===== src/rtl/tinyqv_cmp_counter.sv =====
// Nibble-serial up-counter with programmable increment, serial load and
// optional compare interrupt (mcycle/minstret/mtime + mtimecmp style).
module tinyqv_cmp_counter #(
  parameter int NIBBLES = 8,
  parameter bit CMP_EN  = 1'b1,
  localparam int IB     = $clog2(NIBBLES)
) (
  input  logic          clk,
  input  logic          rstn,
  input  logic [IB-1:0] nibble_idx,
  input  logic          add,
  input  logic [3:0]    inc,
  input  logic          wr_val,
  input  logic          wr_cmp,
  input  logic [3:0]    data_in,
  output logic [3:0]    data_out,
  output logic          cy_out,
  output logic          irq
);

  localparam int W = 4 * NIBBLES;

  logic [W-1:0] val_q;
  logic         carry_q;
  logic         first;
  logic         last;
  logic [3:0]   cin;
  logic [4:0]   sum;
  logic [3:0]   val_nib;
  logic         carry_next;

  assign first = (nibble_idx == '0);
  assign last  = (nibble_idx == IB'(NIBBLES - 1));

  always_comb begin
    cin        = '0;
    sum        = '0;
    val_nib    = '0;
    carry_next = 1'b0;
    if (first) begin
      cin = add ? inc : 4'h0;
    end else begin
      cin = {3'b000, carry_q};
    end
    sum = {1'b0, val_q[3:0]} + {1'b0, cin};
    // A load overrides the increment and kills the ripple out of this nibble.
    if (wr_val) begin
      val_nib    = data_in;
      carry_next = 1'b0;
    end else begin
      val_nib    = sum[3:0];
      carry_next = sum[4];
    end
  end

  assign data_out = val_nib;
  assign cy_out   = last & carry_next;

  always_ff @(posedge clk) begin
    if (!rstn) begin
      val_q   <= '0;
      carry_q <= 1'b0;
    end else begin
      val_q   <= {val_nib, val_q[W-1:4]};
      carry_q <= carry_next;
    end
  end

  if (CMP_EN) begin : g_cmp
    logic [W-1:0] cmp_q;
    logic [3:0]   cmp_nib;
    logic         ge_q;
    logic         ge_next;
    logic         irq_q;

    // LSB-first unsigned compare: a higher nibble that differs overrides
    // whatever the lower nibbles decided.
    always_comb begin
      cmp_nib = wr_cmp ? data_in : cmp_q[3:0];
      ge_next = ge_q;
      if (first) begin
        ge_next = (val_nib >= cmp_nib);
      end else if (val_nib > cmp_nib) begin
        ge_next = 1'b1;
      end else if (val_nib < cmp_nib) begin
        ge_next = 1'b0;
      end
    end

    always_ff @(posedge clk) begin
      if (!rstn) begin
        cmp_q <= '1;
        ge_q  <= 1'b0;
        irq_q <= 1'b0;
      end else begin
        cmp_q <= {cmp_nib, cmp_q[W-1:4]};
        ge_q  <= ge_next;
        if (last) begin
          irq_q <= ge_next;
        end
      end
    end

    assign irq = irq_q;
  end else begin : g_nocmp
    assign irq = 1'b0;
  end

endmodule

===== config.mk =====
export PLATFORM = sky130hd
export DESIGN_NAME = tinyqv_cmp_counter
export DESIGN_NICKNAME = d
export VERILOG_FILES = /design/src/rtl/tinyqv_cmp_counter.sv
export SDC_FILE = /design/constraint.sdc
export NUM_CORES = 1
export LEC_CHECK = 0
export CAP_MARGIN = 20
export CORE_MARGIN = 1.5
export CORE_UTILIZATION = 40
export CTS_BUF_LIST = sky130_fd_sc_hd__clkbuf_4 sky130_fd_sc_hd__clkbuf_8
export DETAILED_ROUTE_END_ITERATION = 7
export PLACE_DENSITY = 0.58
export SYNTH_ARGS = -nofsm -noshare
export SYNTH_HDL_FRONTEND = slang
export SYNTH_SLANG_ARGS = --single-unit

===== constraint.sdc =====
create_clock -name clk -period 5.2 [get_ports clk]
set_input_delay 1.3 -clock clk [delete_from_list [all_inputs] [get_ports clk]]
set_output_delay 1.3 -clock clk [all_outputs]
set_load 0.005 [all_outputs]

==> impl_metrics.toml <==
[grt]
grt-ovfl-total = 0
via_count_of_the_first_global_routing_pass = 1291
grt_pass1_wl_mm = 5.94
grt_antenna_before_repair = 0
grt.total_usage = 0.137
grt_start_max_net_pins = 66

[synth]
yosys-top-cells-area = "dfxtp_1 (62%), and2_1 (8.7%), nand2b_1 (8.1%)"
synthesis.area_um2 = 2160
syn-instance-count = 190
synth_seq_area_share = 0.621
synth.distinct_cells = 32
syn-num-nets = 215
yosys_warnings = 0
synth_top_area_cell = "dfxtp_1"
synth-seq-cells = 67
yosysTopAreaCellShare = 0.621
synth.avg_cell_area_um2 = 11.4

[worst_setup_path]
worst_path_largest_cell_delay_ns = 0.51
setup.worst_path.start_class = "input pin"
timing.critical_path.slowest_stage_cell = "clkdlybuf4s50_1"
depth_of_the_worst_register_to_register_path = 10
critical_path_class = "in -> out"
worst-r2r-setup-slack_ns = 2.66
path_max_fanout = 5
cp_cell_sequence = "clkdlybuf4s50_1 > nor3_2 > buf_4 > and3_4 > ha_1 > a21o_1 > a2111o_1 > nand3_1 > clkdlybuf4s50_1"
crit_path_arrival_time_ns = 3.77
cell_repeated_most_along_the_worst_path = "clkdlybuf4s50_1"
end_kind = "primary output"
timing.critical_path.required_ns = 3.90

[power_and_ir_drop]
power_switching_share = 0.222
pwr-share-clk = 0.390
power_leakage_nw = 1.07
power_per_cell_area_nw_per_um2 = 357
seq_power_share = 0.560
power.ir.vdd_worst_uv = 180
post-layout-total-power_uw = 932
netSwitchingPower_uw = 206
power.internal_uw = 725
power_frac_comb = 0.049

[die]
fp.dieW_um = 76.5
rows = 26
io_pins = 22
dieHeight_um = 76.5
initial_core_util = 0.418
core_region_area_um2 = 5170
floorplan.die_area_um2 = 5850

[placed_design]
dp_hpwl_mm = 2.26
io_buffers = 21
area_after_dpl_um2 = 2430
place.gp.congestion = 0.832

[finish]
drive_above_1_share = 0.109
post_layout_utilization_of_the_core = 0.504
areaGrowthSynthToFinish_pct = 20.7
n_antenna_cell = 0
commonest_non_fill_non_tap_cell_in_the_layout = "dfxtp_1"
stdcell_area_um2 = 2610
nNetsFinal = 241
most-common-layout-cells = "dfxtp_1 (67), and2_1 (30), nand2b_1 (28), clkdlybuf4s50_1 (20), clkbuf_8 (9)"

[sta]
finalWorstPathRequiredPeriod_ns = 5.07
count_of_endpoints_failing_setup_in_the_final_report = 0
timing.slew.headroom = 0.415
setup_tns_ns = 0
achievable-frequency_mhz = 197
measured_slew_at_the_worst_slew_check_pin_ns = 0.877
grt_setup_unrepaired = "no"
drv_slew = 0
finalCritPeriodShare = 0.975
timing_hold_violations_final = 0
final.setup_skew_ns = 0.00565

[drt]
drt-pass1-iter-count = 4
drtIter0Drc = 29
post-route-drc-count = 0
drt_wl_total_mm = 3.44
route.detailed.wl_per_inst_um = 11.8
avgViaCountPerCell = 4.46
postRouteAntennaNets = 0
routed-via-count = 1298

[worst_hold_path]
whs_path_depth = 1
min-delay-path-class = "reg -> reg"

[cts]
clkTransAtPathRegs_ns = 0.07
clockBufferDepth = 2
cts_inserted_buffers = 9
cts_resized = 0
cts_hold_buf = 0
ctsHtreeMaxLevel = 3
cts_tree = "built"
clock_insertion_delay_worst_skew_ns = 0.34
cts.root.buffer_cell = "clkbuf_8"
cts.sink_count = 67
post_cts_setup_buffer_count = 0

[run]
max_cap_viol_count = 0

[run_status]
status = "finished, final reports clean"
[power groups by stage]
stage / combinational, mW / sequential [mW] / clock, mW
2_1_floorplan: 0.0239 / 0.533 / 0
3_3_place_gp: 0.0451 / 0.533 / 0
3_5_place_dp: 0.0459 / 0.534 / 0
4_1_cts: 0.0464 / 0.522 / 0.378
5_1_grt: 0.0521 / 0.522 / 0.403
6_report: 0.0461 / 0.522 / 0.364
[logic make-up (layout without fill, tap and decap cells)]
group,after synthesis,after routing,synth area share
xor gates and xnor gates,1,1,0.00405
buffers and inverters,12,43,0.0249
and+or+nand+nor,81,81,0.222
adders and majority gates,9,9,0.0556
AOI/OAI and AO/OA,14,14,0.0440
muxes,6,6,0.0290
DFF,67,67,0.621
[synth_stat cells, drive strengths merged]
library cell and n:
nor2 3, nand4 1, o21a 1, a22oi 1
o21bai 1, and3 4, mux2i 4, or2 1
inv 4, mux2 2, fa 1, a211oi 1
o21ai 2, ha 8, dfxtp 67, a21o 2
buf 1, nand2 6, clkbuf 7, nor4 1
o211ai 1, and2 30, a21oi 3, nor3 2
a2111o 1, nor2b 1, xnor2 1, nand2b 28
nand3 3, nor3b 1, a31oi 1
[flip-flops by register name (all words and copies together), names as in the netlist]
register     count
carry_q          1
g_cmp.cmp_q     32
g_cmp.ge_q       1
irq              1
val_q           32
[per-layer routing]
metal | routed length (µm) | vias up | GRT usage
met5 | 0 | - | 0
met4 | 82 | 0 | 0.0611
met3 | 249 | 11 | 0.0754
met2 | 1430 | 33 | 0.195
met1 | 1670 | 589 | 0.169
li1 | - | 665 | -
[critical path, delay by kind of cell]
kind            cells  cell delay, ns
fa+ha+maj           1            0.23
compound gates      2            0.61
buf+inv             3            1.11
simple gates        3            0.52
[through the flow]
stage	std cells	hold slack, ns	setup slack [ns]
2_1_floorplan	190	0.386	1.14
3_3_place_gp	275	0.389	0.0502
3_5_place_dp	275	0.392	0.0504
4_1_cts	291	0.405	0.0385
5_1_grt	291	0.415	0.0165
6_report	291	0.400	0.130
[area by class of cell]
type / count / area, µm²
inverters: 4 / 15.0
fillers: 488 / 2560
multi-input cells: 111 / 776
clock inverters: 5 / 30.0
flip-flops and latches: 67 / 1340
well taps: 70 / 87.6
clock buffers: 11 / 139
repair buffers: 23 / 220
[final timing paths]
path,end,from
min,g_cmp.cmp_q[14]$_SDFF_PN1_,g_cmp.cmp_q[18]$_SDFF_PN1_
max,data_out[3],nibble_idx[0]
min reg2reg,g_cmp.cmp_q[14]$_SDFF_PN1_,g_cmp.cmp_q[18]$_SDFF_PN1_
max reg2reg,irq$_SDFFE_PN0P_,carry_q$_SDFF_PN0_
No activity file was read; power rests on OpenSTA's default activity.
